`src/rtl/operand_seq_pkg.sv`:
```
// Shared types and default operand table contents for the operand sequencer.
// Build option OPERAND_SEQ_WRITE_EN (see operand_seq_table) selects a writable table.
package operand_seq_pkg;

  // Widest operand the default-entry helpers can produce; WIDTH must not exceed it.
  localparam int MAX_WIDTH = 256;

  typedef enum logic [1:0] {
    MODE_MANUAL     = 2'b00,
    MODE_AUTO       = 2'b01,
    MODE_SINGLE     = 2'b10,
    MODE_MANUAL_ALT = 2'b11
  } mode_e;

  typedef enum logic [1:0] {
    ST_IDLE = 2'b00,
    ST_RUN  = 2'b01,
    ST_DONE = 2'b10
  } state_e;

  typedef logic [MAX_WIDTH-1:0] wide_t;

  typedef struct packed {
    wide_t a;
    wide_t b;
  } pair_t;

  function automatic wide_t ones_f(input int unsigned width);
    return {MAX_WIDTH{1'b1}} >> (MAX_WIDTH - width);
  endfunction

  function automatic wide_t msb_f(input int unsigned width);
    return wide_t'(1) << (width - 1);
  endfunction

  function automatic wide_t maxp_f(input int unsigned width);
    return ones_f(width) >> 1;
  endfunction

  // Corner-case operand pair for table entry idx, masked to width bits.
  function automatic pair_t default_entry(input int unsigned idx, input int unsigned width);
    pair_t p;
    wide_t ones;
    ones = ones_f(width);
    case (idx)
      0: begin p.a = '0;                      p.b = '0;                      end
      1: begin p.a = wide_t'(32'h3);          p.b = wide_t'(32'h607);        end
      2: begin p.a = msb_f(width);            p.b = msb_f(width);            end
      3: begin p.a = maxp_f(width);           p.b = maxp_f(width);           end
      4: begin p.a = ones;                    p.b = ones;                    end
      5: begin p.a = msb_f(width);            p.b = ones;                    end
      6: begin p.a = ones;                    p.b = msb_f(width);            end
      7: begin p.a = wide_t'(32'h1234_5678);  p.b = wide_t'(32'h3333_2222);  end
      default: begin p.a = wide_t'(idx);      p.b = ~wide_t'(idx);           end
    endcase
    p.a = p.a & ones;
    p.b = p.b & ones;
    return p;
  endfunction

endpackage

```
`src/rtl/operand_seq_table.sv`:
```
// Operand pair storage with a combinational read port.
// OPERAND_SEQ_WRITE_EN defined: register file reloaded with defaults on reset; otherwise a constant ROM.
module operand_seq_table
  import operand_seq_pkg::*;
#(
  parameter int WIDTH = 32,
  parameter int DEPTH = 8
) (
  input  logic                     clk_i,
  input  logic                     rst_i,
  input  logic                     we_i,
  input  logic [$clog2(DEPTH)-1:0] waddr_i,
  input  logic [WIDTH-1:0]         wdata_a_i,
  input  logic [WIDTH-1:0]         wdata_b_i,
  input  logic [$clog2(DEPTH)-1:0] raddr_i,
  output logic [WIDTH-1:0]         rd_a_o,
  output logic [WIDTH-1:0]         rd_b_o
);

  logic [WIDTH-1:0] def_a [DEPTH];
  logic [WIDTH-1:0] def_b [DEPTH];

  for (genvar g = 0; g < DEPTH; g++) begin : g_def
    localparam pair_t DEF = default_entry(g, WIDTH);
    assign def_a[g] = DEF.a[WIDTH-1:0];
    assign def_b[g] = DEF.b[WIDTH-1:0];
  end

`ifdef OPERAND_SEQ_WRITE_EN
  logic [WIDTH-1:0] a_q [DEPTH];
  logic [WIDTH-1:0] b_q [DEPTH];

  always_ff @(posedge clk_i) begin
    if (rst_i) begin
      for (int i = 0; i < DEPTH; i++) begin
        a_q[i] <= def_a[i];
        b_q[i] <= def_b[i];
      end
    end else if (we_i) begin
      a_q[waddr_i] <= wdata_a_i;
      b_q[waddr_i] <= wdata_b_i;
    end
  end

  // Read sees the pre-edge contents, so a same-edge write returns the old value.
  assign rd_a_o = a_q[raddr_i];
  assign rd_b_o = b_q[raddr_i];
`else
  logic unused_rom;
  assign unused_rom = ^{clk_i, rst_i, we_i, waddr_i, wdata_a_i, wdata_b_i};

  assign rd_a_o = def_a[raddr_i];
  assign rd_b_o = def_b[raddr_i];
`endif

endmodule

```
`src/rtl/operand_seq.sv`:
```
// Operand sequencer: manual switch selection or valid/ready stepping through the table.
// Table writes exist only when OPERAND_SEQ_WRITE_EN is defined.
module operand_seq
  import operand_seq_pkg::*;
#(
  parameter int WIDTH = 32,
  parameter int DEPTH = 8
) (
  input  logic                     OPERAND_SEQ_CLK_xi,
  input  logic                     OPERAND_SEQ_RST_xi,
  input  logic [$clog2(DEPTH)-1:0] OPERAND_SEQ_SW_xi,
  input  logic [1:0]               OPERAND_SEQ_MODE_xi,
  input  logic                     OPERAND_SEQ_START_xi,
  input  logic                     OPERAND_SEQ_STOP_xi,
  input  logic                     OPERAND_SEQ_WE_xi,
  input  logic [$clog2(DEPTH)-1:0] OPERAND_SEQ_WADDR_xi,
  input  logic [WIDTH-1:0]         OPERAND_SEQ_WDATA_A_xi,
  input  logic [WIDTH-1:0]         OPERAND_SEQ_WDATA_B_xi,
  input  logic                     OPERAND_SEQ_READY_xi,
  output logic [WIDTH-1:0]         OPERAND_SEQ_A_xo,
  output logic [WIDTH-1:0]         OPERAND_SEQ_B_xo,
  output logic                     OPERAND_SEQ_VALID_xo,
  output logic [$clog2(DEPTH)-1:0] OPERAND_SEQ_IDX_xo,
  output logic                     OPERAND_SEQ_BUSY_xo,
  output logic                     OPERAND_SEQ_DONE_xo
);

  localparam int IW = $clog2(DEPTH);
  localparam logic [IW-1:0] LAST_IDX = IW'(DEPTH - 1);

  state_e           state_q, state_d;
  mode_e            mode_q, mode_d;
  logic [WIDTH-1:0] a_q, a_d, b_q, b_d;
  logic [IW-1:0]    idx_q, idx_d;
  logic             valid_q, valid_d;

  logic [IW-1:0]    raddr;
  logic [WIDTH-1:0] rd_a, rd_b;
  mode_e            mode_in;
  logic             is_manual, xfer;

  assign mode_in   = mode_e'(OPERAND_SEQ_MODE_xi);
  assign is_manual = (mode_in == MODE_MANUAL) || (mode_in == MODE_MANUAL_ALT);
  // Handshake: a pair moves on an edge where VALID and READY are both high;
  // while VALID is high and READY low, A/B/IDX hold regardless of table writes.
  assign xfer      = valid_q && OPERAND_SEQ_READY_xi;

  operand_seq_table #(
    .WIDTH(WIDTH),
    .DEPTH(DEPTH)
  ) u_table (
    .clk_i    (OPERAND_SEQ_CLK_xi),
    .rst_i    (OPERAND_SEQ_RST_xi),
    .we_i     (OPERAND_SEQ_WE_xi),
    .waddr_i  (OPERAND_SEQ_WADDR_xi),
    .wdata_a_i(OPERAND_SEQ_WDATA_A_xi),
    .wdata_b_i(OPERAND_SEQ_WDATA_B_xi),
    .raddr_i  (raddr),
    .rd_a_o   (rd_a),
    .rd_b_o   (rd_b)
  );

  // Read address depends only on state and inputs, never on the read data.
  always_comb begin
    raddr = '0;
    case (state_q)
      ST_IDLE: raddr = is_manual ? OPERAND_SEQ_SW_xi : '0;
      ST_RUN:  raddr = idx_q + IW'(1);
      default: raddr = '0;
    endcase
  end

  always_comb begin
    state_d = state_q;
    mode_d  = mode_q;
    a_d     = a_q;
    b_d     = b_q;
    idx_d   = idx_q;
    valid_d = valid_q;
    unique case (state_q)
      ST_IDLE: begin
        if (is_manual) begin
          a_d     = rd_a;
          b_d     = rd_b;
          idx_d   = OPERAND_SEQ_SW_xi;
          valid_d = 1'b1;
        end else begin
          valid_d = 1'b0;
          if (OPERAND_SEQ_START_xi && !OPERAND_SEQ_STOP_xi) begin
            state_d = ST_RUN;
            mode_d  = mode_in;
            idx_d   = '0;
            a_d     = rd_a;
            b_d     = rd_b;
            valid_d = 1'b1;
          end
        end
      end
      ST_RUN: begin
        valid_d = 1'b1;
        if (OPERAND_SEQ_STOP_xi) begin
          state_d = ST_IDLE;
          valid_d = 1'b0;
        end else if (xfer) begin
          if (mode_q == MODE_SINGLE && idx_q == LAST_IDX) begin
            state_d = ST_DONE;
            valid_d = 1'b0;
          end else begin
            idx_d = idx_q + IW'(1);
            a_d   = rd_a;
            b_d   = rd_b;
          end
        end
      end
      ST_DONE: begin
        valid_d = 1'b0;
        if (OPERAND_SEQ_STOP_xi) begin
          state_d = ST_IDLE;
        end else if (OPERAND_SEQ_START_xi) begin
          // A restart keeps the previous run mode unless a run mode is now selected.
          state_d = ST_RUN;
          if (!is_manual) mode_d = mode_in;
          idx_d   = '0;
          a_d     = rd_a;
          b_d     = rd_b;
          valid_d = 1'b1;
        end
      end
      default: begin
        state_d = ST_IDLE;
        valid_d = 1'b0;
      end
    endcase
  end

  always_ff @(posedge OPERAND_SEQ_CLK_xi) begin
    if (OPERAND_SEQ_RST_xi) begin
      state_q <= ST_IDLE;
      mode_q  <= MODE_MANUAL;
      a_q     <= '0;
      b_q     <= '0;
      idx_q   <= '0;
      valid_q <= 1'b0;
    end else begin
      state_q <= state_d;
      mode_q  <= mode_d;
      a_q     <= a_d;
      b_q     <= b_d;
      idx_q   <= idx_d;
      valid_q <= valid_d;
    end
  end

  assign OPERAND_SEQ_A_xo     = a_q;
  assign OPERAND_SEQ_B_xo     = b_q;
  assign OPERAND_SEQ_VALID_xo = valid_q;
  assign OPERAND_SEQ_IDX_xo   = idx_q;
  assign OPERAND_SEQ_BUSY_xo  = (state_q == ST_RUN);
  assign OPERAND_SEQ_DONE_xo  = (state_q == ST_DONE);

endmodule
```
`config.mk`:
```
export PLATFORM = sky130hd
export DESIGN_NAME = operand_seq
export DESIGN_NICKNAME = d
export VERILOG_FILES = /design/src/rtl/operand_seq_pkg.sv /design/src/rtl/operand_seq_table.sv /design/src/rtl/operand_seq.sv
export SDC_FILE = /design/constraint.sdc
export NUM_CORES = 1
export LEC_CHECK = 0
export BUFFER_PORTS_ARGS = -buffer_cell sky130_fd_sc_hd__buf_2
export CAP_MARGIN = 20
export CORE_MARGIN = 4
export CORE_UTILIZATION = 38
export DETAILED_ROUTE_END_ITERATION = 16
export PLACE_DENSITY = 0.9
export SYNTH_ARGS = -nofsm -noshare
export SYNTH_HDL_FRONTEND = slang
export SYNTH_SLANG_ARGS = --single-unit
export TNS_END_PERCENT = 5
```
`constraint.sdc`:
```
create_clock -name OPERAND_SEQ_CLK_xi -period 4.6 [get_ports OPERAND_SEQ_CLK_xi]
set_input_delay 0.69 -clock OPERAND_SEQ_CLK_xi [delete_from_list [all_inputs] [get_ports OPERAND_SEQ_CLK_xi]]
set_output_delay 0.69 -clock OPERAND_SEQ_CLK_xi [all_outputs]
set_load 0.1 [all_outputs]
```
## Word level (Yosys, flattened, before mapping)

Memory sizes are Yosys's and may differ from the RTL's.
Index checks and enable logic that the tools add are counted.

| word-level totals | value |
|---|---|
| register bits after elaboration | 72 |
| latch bits | 0 |
| bits in writable memories | 0 |
| bits in read-only memories | 512 |
| input port bits | 78 |
| word-level logic and storage cells | 92 |
| memories kept | 2 |

| cells by class | value |
|---|---|
| $add $sub $neg | 1 |
| multiply operators | 0 |
| div/mod/pow operators | 0 |
| order comparisons | 1 |
| equal/unequal tests | 17 |
| shifts and indexed selects | 0 |
| multiplexer cells | 52 |
| bitwise operators | 1 |
| reduce and logical (&&, ||, !) cells | 12 |

Memories:

| name | depth | bits a word | read ports | clocked after memory_dff | wr ports | line | RTL |
|---|---|---|---|---|---|---|---|
| (name not given) | 8 | 32 | 1 | 0 | 0 | operand_seq_table.sv:52 | `assign rd_a_o = def_a[raddr_i];` |
| (name not given) | 8 | 32 | 1 | 0 | 0 | operand_seq_table.sv:53 | `assign rd_b_o = def_b[raddr_i];` |

Operators by type and width:

| operator | number |
|---|---|
| 32-bit 2-to-1 mux | 18 |
| 32-bit case mux with 3 select lines | 2 |
| 2-bit 2-to-1 mux | 12 |
| 3-bit 2-to-1 mux | 8 |
| 2-bit inequality test, second input constant | 7 |
| 3-bit case mux with 3 select lines | 1 |
| 1-bit 2-to-1 mux | 7 |
| 7-bit AND reduction | 1 |
| 2-bit equality test, second input constant | 3 |
| 3-bit by 2-bit inequality test with 1-bit output, second input constant | 2 |
| 3-bit inequality test, second input constant | 2 |
| 2-bit case mux with 3 select lines | 1 |
| 3-bit case mux with 2 select lines | 1 |
| 6-bit AND reduction | 1 |
| 5-bit AND reduction | 1 |
| 4-bit >= comparator, second input constant | 1 |
| 2-bit logical NOT | 2 |
| 3-bit NOT with 4-bit output | 1 |
| 2-bit case mux with 2 select lines | 1 |
| 3-bit by 1-bit adder with 3-bit output, second input constant | 1 |
| 3-bit equality test, second input constant | 1 |
| 1-bit logical AND | 3 |
| 1-bit case mux with 3 select lines | 1 |
| 3-bit nonzero test | 1 |
| 5 further kinds | 5 |

## Logic depth before layout (Yosys ltp)

Gate-level depths: netlist of the first run.

| depth | value |
|---|---|
| depth in word-level cells | 12 |
| gate-level depth with buffers | 7 |
| depth with buffers taken out | 6 |

## By module

From an unflattened synthesis of the first run, not the netlist that was laid out.

| unflattened totals | value |
|---|---|
| cells, all modules | 435 |
| area, all modules | 3955.0 um^2 |

By module, submodules not included:

| module | instances | cells an instance | area each (um^2) | sequential area each (um^2) |
|---|---|---|---|---|
| operand_seq | 1 | 366 | 3465.8 | 1441.4 |
| operand_seq_table | 1 | 69 | 489.2 | 0.0 |

## Least setup slack after synthesis of the first run

OpenSTA, ideal clock, no wires.

| path | value |
|---|---|
| kind | flip-flop to flip-flop |
| start | register idx_q[0], in the netlist OPERAND_SEQ_IDX_xo[0] |
| end | register b_q[30], in the netlist OPERAND_SEQ_B_xo[30] |
| setup time | 91 ps |
| data arrival time | 2247 ps |
| required time | 4509 ps |
| slack | 2261 ps |
| cell stages (with the launch flop) | 8 |
| path buffers | 1 |
| path through | dfxtp_1 -> ha_1 -> ha_1 -> and3b_1 -> o31ai_4 -> and3_4 -> buf_6 -> a311oi_1 |

| on the way | value |
|---|---|
| longest elaborated chain between the ends | 10 |
| elaborated cells between the ends (all ways) | 18 |
| those cells by class | 1 x add/sub; 2 x eq/ne; 11 x mux; 1 x bitwise; 2 x reduce/logical; 1 x memory |

RTL lines:

| item | line | RTL |
|---|---|---|
| start: declaration | operand_seq.sv:34 | `logic [IW-1:0] idx_q, idx_d;` |
| start signal: assignment | operand_seq.sv:149 | `idx_q <= idx_d;` |
| 3-bit by 1-bit adder with 3-bit output | operand_seq.sv:68 | `ST_RUN: raddr = idx_q + IW'(1);` |
| 3-bit case mux with 2 select lines | operand_seq.sv:66 | `case (state_q)` |
| 3-bit NOT with 4-bit output (implied by the code) | operand_seq_table.sv:53 |  |
| memory 8 x 32 bit | n/a |  |
| 32-bit 2-to-1 mux (implied by the code) (2 in series) | operand_seq_table.sv:53 |  |
| 32-bit 2-to-1 mux | operand_seq.sv:105 | `if (mode_q == MODE_SINGLE && idx_q == LAST_IDX) begin` |
| 32-bit 2-to-1 mux | operand_seq.sv:104 | `end else if (xfer) begin` |
| 32-bit 2-to-1 mux | operand_seq.sv:101 | `if (OPERAND_SEQ_STOP_xi) begin` |
| 32-bit case mux with 3 select lines | operand_seq.sv:80 | `unique case (state_q)` |
| end signal: assignment | operand_seq.sv:141 | `b_q <= '0;` |
| end signal: assignment | operand_seq.sv:148 | `b_q <= b_d;` |
| end: declaration | operand_seq.sv:33 | `logic [WIDTH-1:0] a_q, a_d, b_q, b_d;` |

Several ways; a longest one is shown, not always the timed one. The select of a mux whose other input is x is not followed.
A chain may end at the register's enable or synchronous reset.

## Worst setup path in the final report of the first run

| path | value |
|---|---|
| start | register state_q[1] |
| end | output OPERAND_SEQ_BUSY_xo |

| on the way | value |
|---|---|
| longest elaborated chain between the ends | 1 |

RTL lines:

| item | line | RTL |
|---|---|---|
| start: declaration | operand_seq.sv:31 | `state_e state_q, state_d;` |
| start signal: assignment | operand_seq.sv:145 | `state_q <= state_d;` |
| 2-bit by 1-bit equality test with 1-bit output | operand_seq.sv:158 | `assign OPERAND_SEQ_BUSY_xo = (state_q == ST_RUN);` |
| end: declaration | operand_seq.sv:24 | `output logic OPERAND_SEQ_BUSY_xo,` |

Every way passes these cells.

==> run summary, run 1 <==
STA puts the critical path data required time at 3.91 ns. Measured along the x axis, the die boundary spans 69.1 microns. The worst endpoint data arrival time is around 1.6 ns. The antenna cell count is 0. The mean cell area of the mapped netlist came out at around 8.7 sq um. The initialized floorplan defines 21 standard-cell rows. Summed over all nets, the half-perimeter wirelength after detailed placement is around 2.3 mm.

The first global-routing pass estimated ~4.8 mm of wire. The number of nets in the synthesized netlist came out at 247. The number of sinks driven by the clock tree came out at 16. The largest fanout on the critical path is 9. The run finished with clean final reports. The register clock-pin slew on the reported worst setup and hold paths came out at roughly 0.060 ns. The number of global-route vias before repair is ~1100. The worst setup path is captured at an output pin.

The number of antenna violations at the first check in global routing came out at 0. The count of hold-fix buffers inserted at cts is 0. The count of yosys warnings during synthesis came out at 0. The wire length after detailed routing came out at around 3.0 mm.

In this run the number of H-tree levels came out at 1. Based on the critical path, the design can be clocked at up to 446 MHz. The largest single stage delay on the critical path is about 0.5 ns. The placeable core region is about 3500 sq um. The library cell used most frequently in the layout, excluding fill and tap cells, is buf_2. The transition time of the tightest slew-check pin came out at ~0.87 ns.

The number of cells in the design after placement is around 230. After detailed routing, the number of vias per cell comes to about 5.0. The worst hold-check path type is reg -> reg.

The number of max-capacitance violations reported came out at 0. The max-slew violation count came out at 0. The final design utilization is between 40% and 50%. The pre-antenna-repair detailed-routing pass consisted of 4 iterations. The maximum clock path buffer count came out at 2.

The worst slew margin relative to its limit came out at about two fifths. Setup repair after global routing left no endpoint under its margin. The cell with the largest stage delay on the worst path is buf_2.

In the final layout, the share of cells above drive strength 1 is a little over 50%. The sequential element share of the synthesized area is 22.6%. Routability-driven placement finished with a final weighted congestion of between 0.8 and 0.9. The setup slack of the worst register-to-register path came out at roughly 2.5 ns. On the critical path the largest part of the delay comes from buffers and inverters.

The post-route clock period utilization is 48.8%. The initial utilization of the core area, before any placement, comes to between 40% and 50%. After synthesis the netlist holds a flip-flop and latch count of 16. The post-synthesis cell count is roughly 160. The port buffer count is 79. The fill cell total of the finished layout came out at between 300 and 400. The die area came out at around 4800 sq um.

With fillers left out, the area of the finished cells amounts to 1460 sq um. The global-route total usage across every layer is approximately an eighth. The CTS buffer count is 3. The CTS tree is done. The pin count of the biggest net entering global routing is 18. The number of remaining DRC errors is 0.

The detailed router's first-iteration violation count came out at 11. The sum of negative setup slack is 0 ns. From synthesis to final layout, the design area changed by 3.18%. The total number of vias is between 1000 and 1500. The post-CTS resize count came out at 0. The count of nets left with antenna violations after detail routing came out at 0. At the later pin of the worst-skew pair, clock insertion delay measures between 0.2 and 0.3 ns. The count of endpoints failing hold in the final timing report is 0.

In this run the clock root is driven by a clkbuf_8. The synthesized area came out at 1420 sq um. The number of nets in the finished design came out at 270. In the layout the commonest cells are buf_2, dfxtp_1, nand2_1. The combined buffer and inverter count along the critical path came out at 2. Setup violations remaining at the end of the flow were counted as 0.

The average routed wire per standard cell came out at roughly 13 microns. The netlist uses 39 different library cells. Summing all placed instances gives a cell area of 1410 sq um.

The worst setup path is launched from a register. The top-level port count came out at 148. The largest clock skew in the final design is just under 0.0009 ns. The signal on the critical path passes through inv_1 -> ha_1 -> buf_2. The die is approximately 69 microns tall. The number of standard cells in the final layout excluding fillers came out at about 230. The shortest period the worst path allows is between 2 and 2.5 ns. The critical setup path kind is reg -> out. In this run the post-CTS setup repair buffer count came out at 0. The residual overflow from global routing is 0.
state kept, by name, summed over array words and instances, names as in the netlist:
register,flops
OPERAND_SEQ_A_xo,4
OPERAND_SEQ_B_xo,4
OPERAND_SEQ_IDX_xo,3
mode_q,2
state_q,2
OPERAND_SEQ_VALID_xo,1
worst min-delay path: cells and delay by family, from the launching register on:
| family | cells | cell delay (ns) |
|---|---|---|
| AOI/OAI and AO/OA | 2 | 0.14 |
| DFF | 1 | 0.32 |
layout make-up:
class	count	area [sq um]	area share, %
clock buffers	4	55.1	3.76
inverters	4	15.0	1.03
multi-input cells	82	619	42.3
flip-flops and latches	16	320	21.9
well taps	46	57.6	3.93
repair buffers	79	395	27.0
through the flow:
step,setup WS (ns),hold slack [ns]
2_1_floorplan,2.26,0.463
3_3_place_gp,2.25,0.481
3_5_place_dp,2.18,0.499
4_1_cts,2.35,0.507
5_1_grt,2.28,0.527
6_report,2.36,0.503
logic make-up after synthesis:
logic type	share of synthesized area (%)
buffers and inverters	33.7
AND/OR/NAND/NOR	14.4
AO/OA/AOI/OAI	20.0
flip-flops	22.6
adder cells (fa/ha/maj)	5.30
multiplexers	2.21
XOR/XNOR	1.77
Yosys cell counts (all sizes together):
library cell | number | area share [%]
buf | 61 | 33
dfxtp | 16 | 23
nand2 | 12 | 3.2
a311oi | 10 | 6.2
a31oi | 9 | 4.0
ha | 6 | 5.3
nor2 | 6 | 1.6
nand3 | 5 | 2.6
a21oi | 4 | 1.7
inv | 4 | 1.1
nand3b | 3 | 1.6
a32o | 2 | 1.5
mux2i | 2 | 1.4
nand2b | 2 | 1.4
nor2b | 2 | 0.88
o21ai | 2 | 0.71
o31ai | 2 | 2.0
o32ai | 2 | 1.8
a31o | 1 | 0.62
a32oi | 1 | 0.62
and2 | 1 | 0.44
and3 | 1 | 0.79
and3b | 1 | 0.62
mux2 | 1 | 0.79
nand4 | 1 | 0.44
nor3 | 1 | 0.35
o211ai | 1 | 0.53
o22ai | 1 | 0.44
or2 | 1 | 0.44
xnor2 | 1 | 0.62
xor2 | 1 | 1.1
routing by layer:
metal / global-route usage [%] / vias up / wire (microns)
met1: 13.9 / 533 / 1270
met5: 0 / - / 0
met3: 3.20 / 5 / 289
met4: 5.42 / 0 / 57
li1: - / 571 / -
met2: 19.7 / 55 / 1420
final timing paths:
| kind | start | to | cells past startpoint |
|---|---|---|---|
| max reg2reg | OPERAND_SEQ_IDX_xo[0] | OPERAND_SEQ_A_xo[28] | 6 |
| min | mode_q[1] | mode_q[1] | 2 |
| min reg2reg | mode_q[1] | mode_q[1] | 2 |
| max | state_q[1] | OPERAND_SEQ_BUSY_xo | 3 |
Power of run 1 is not shown: default switching activity piles up to over one toggle a cycle in this logic, so the estimate is an artifact.
==> inputs of run 2 (changes only) <==
--- a/config.mk
+++ b/config.mk
@@ -8,9 +8,9 @@
 export BUFFER_PORTS_ARGS = -buffer_cell sky130_fd_sc_hd__buf_2
 export CAP_MARGIN = 20
 export CORE_MARGIN = 4
-export CORE_UTILIZATION = 38
+export CORE_UTILIZATION = 32
 export DETAILED_ROUTE_END_ITERATION = 16
-export PLACE_DENSITY = 0.9
+export PLACE_DENSITY = 0.81
 export SYNTH_ARGS = -nofsm -noshare
 export SYNTH_HDL_FRONTEND = slang
 export SYNTH_SLANG_ARGS = --single-unit
==> constraint.sdc (replaced) <==
create_clock -name OPERAND_SEQ_CLK_xi -period 1.9 [get_ports OPERAND_SEQ_CLK_xi]
set_input_delay 0.285 -clock OPERAND_SEQ_CLK_xi [delete_from_list [all_inputs] [get_ports OPERAND_SEQ_CLK_xi]]
set_output_delay 0.285 -clock OPERAND_SEQ_CLK_xi [all_outputs]
set_load 0.1 [all_outputs]
==> run summary, run 2 (synthesis results as in run 1) <==
The depth of the critical timing path with buffers and inverters included is 7 (+4). The worst slew margin relative to its limit came to 67.5% (+26 points). The count of endpoints failing hold in the final timing report came to 0 (unchanged).

The critical path is of the reg -> reg type. The number of sinks driven by the clock tree was 16 (unchanged). The number of max-capacitance violations reported came out at 0 (unchanged). The library cell used most frequently in the layout, excluding fill and tap cells, is buf_2. Among cell families on the critical path, the largest total delay comes from compound AO/OA/AOI/OAI gates. The upper clock frequency limit came out at between 500 and 600 MHz.

The first-pass GRT wire length is 4.91 mm (+2.0%). The share of layout cells above drive strength 1 is 55.9% (+5.0 points). The number of remaining DRC errors is 0 (unchanged). The max-slew violation count is 0 (unchanged). The die area came out at 5560 sq um (+16%). The number of nets in the finished design came out at 273 (+1.1%). The standard-cell row count is 23 (+9.5%). The cell depth of the worst hold path came out at 2 (unchanged). The register clock-pin slew on the reported worst setup and hold paths was 0.07 ns (about the same). The data required time of the worst path came out at 2.06 ns (-1.85 ns). The average routed wire per standard cell came out at 13.0 microns (-1.1%). The port buffer count came out at 79 (unchanged). The largest fanout on the critical path came out at 7 (-2). Among the stages of the critical path, the cell type that occurs most often is ha_4. The vias per cell is 4.89 (-2.9%).

The count of nets left with antenna violations after detail routing was 0 (unchanged). The number of buffers added for setup after CTS came out at 0 (unchanged). The initial standard-cell utilization of the core is 34.2% (-6.7 points).

The detailed-router iteration count before antenna repair is 4 (unchanged). The placeable core region is 4140 sq um (+19%). Setup repair after global routing left no endpoint under its margin. The capturing element type of the critical path is a register. The deepest level of the CTS H-tree came out at 1 (unchanged). The top cell types in the final layout, fill and taps aside, are buf_2, dfxtp_1, nand2_1.

The placer's final routability congestion estimate came to 0.877 (+3.1%). The tightest min-delay check is of the in -> reg type. The biggest cell delay along the critical path is 0.36 ns (-0.14 ns). The wire length after detailed routing is 3.09 mm (+1.9%).

The depth of the worst register-to-register path was 7 (+1). The post-place instance area came out at 1490 sq um (+5.5%). Traced cell by cell, the critical path runs through ha_4 -> ha_4 -> and3b_1 -> o31ai_4 -> buf_6 -> a31oi_1 -> a311oi_1. The die width was 74.6 microns (+7.9%). The sum of net half-perimeters after detailed placement is 2.41 mm (+3.5%). The launching element type of the critical path is a register. The total setup violations reported at the end of the flow is 0 (unchanged).

The area of all placed cells without fillers is 1540 sq um (+5.0%). The flow ran to the end, and the final reports show no timing, DRC or antenna violations. The fill cell total of the finished layout is 438 (+24%). Clock tree synthesis selected as its root buffer the cell clkbuf_8. The maximum clock path buffer count is 2 (unchanged).

The transition time of the tightest slew-check pin was 0.492 ns (-0.382 ns). The antenna cell count came out at 0 (unchanged). TritonCTS built the clock tree.

The pin count of the biggest net entering global routing is 18 (unchanged). The CTS buffer count came out at 3 (unchanged). The post-route clock period utilization is 92.9%.

The residual overflow from global routing came out at 0 (unchanged). The sum of negative setup slack is 0 ns (unchanged). The top-level port count came to 148 (unchanged). The number of global-route vias before repair is 1032 (-1.7%). The shortest period the worst path allows came out at 1.76 ns. The height of the die is 74.6 microns (+7.9%).

The number of antenna violations at the first check in global routing came out at 0 (unchanged). For this design, the slowest cell found on the critical path is dfxtp_4. The global-route total usage across every layer came out at 11.0% (-0.79 points). The combined buffer and inverter count along the critical path came to 1 (-1). The area added between synthesis and finish came out at 8.38%. The insertion delay to the later sink of the worst-skew pair came to 0.25 ns (about the same). The total number of vias came out at 1165 (+0.086%).

The worst endpoint data arrival time is 1.92 ns (+0.37 ns). The largest clock skew in the final design came out at 0.00171 ns (+0.000812 ns). The detailed router's first-iteration violation count came out at 67 (+56).
==> run 2: stage by stage <==
step           setup WS, ns  cells  hold slack [ns]  util (%)
2_1_floorplan       -0.0136    163            0.356         -
3_3_place_gp          0.139    234            0.481      35.8
3_5_place_dp          0.108    234            0.494      35.8
4_1_cts              0.0912    238            0.314      36.9
5_1_grt              0.0214    238            0.311      37.1
6_report              0.135    238            0.323      37.1
==> run 2: routing by layer <==
metal  track usage (%)  routed length (microns)  up-vias
met5                 0                        0        -
met4              1.19                        4        0
met3              2.97                      324        2
met2              18.6                     1500       58
met1              14.5                     1270      528
li1                  -                        -      577
==> run 2: area by class of cell <==
type	instances	area, sq um	share of cell area (%)
timing repair buffer	82	422	27.4
clock inverter	1	3.75	0.244
clock buffer	3	41.3	2.69
inverter	4	15.0	0.977
sequential	16	330	21.5
multi-input combinational	82	662	43.1
tap	50	62.6	4.07
==> run 2: repair_timing <==
action,CTS,global route
resized for setup,0,2
endpoints found under the setup margin,0,5
hold buffers,0,0
==> run 2: worst paths after layout <==
| check | start | endpoint | slack, ns |
|---|---|---|---|
| max reg2reg | OPERAND_SEQ_IDX_xo[0] | OPERAND_SEQ_IDX_xo[0] | 0.14 |
| min reg2reg | mode_q[1] | mode_q[1] | 0.50 |
| max | OPERAND_SEQ_IDX_xo[0] | OPERAND_SEQ_IDX_xo[0] | 0.14 |
| min | OPERAND_SEQ_MODE_xi[1] | mode_q[0] | 0.32 |
Power of run 2 is left out for the same reason.
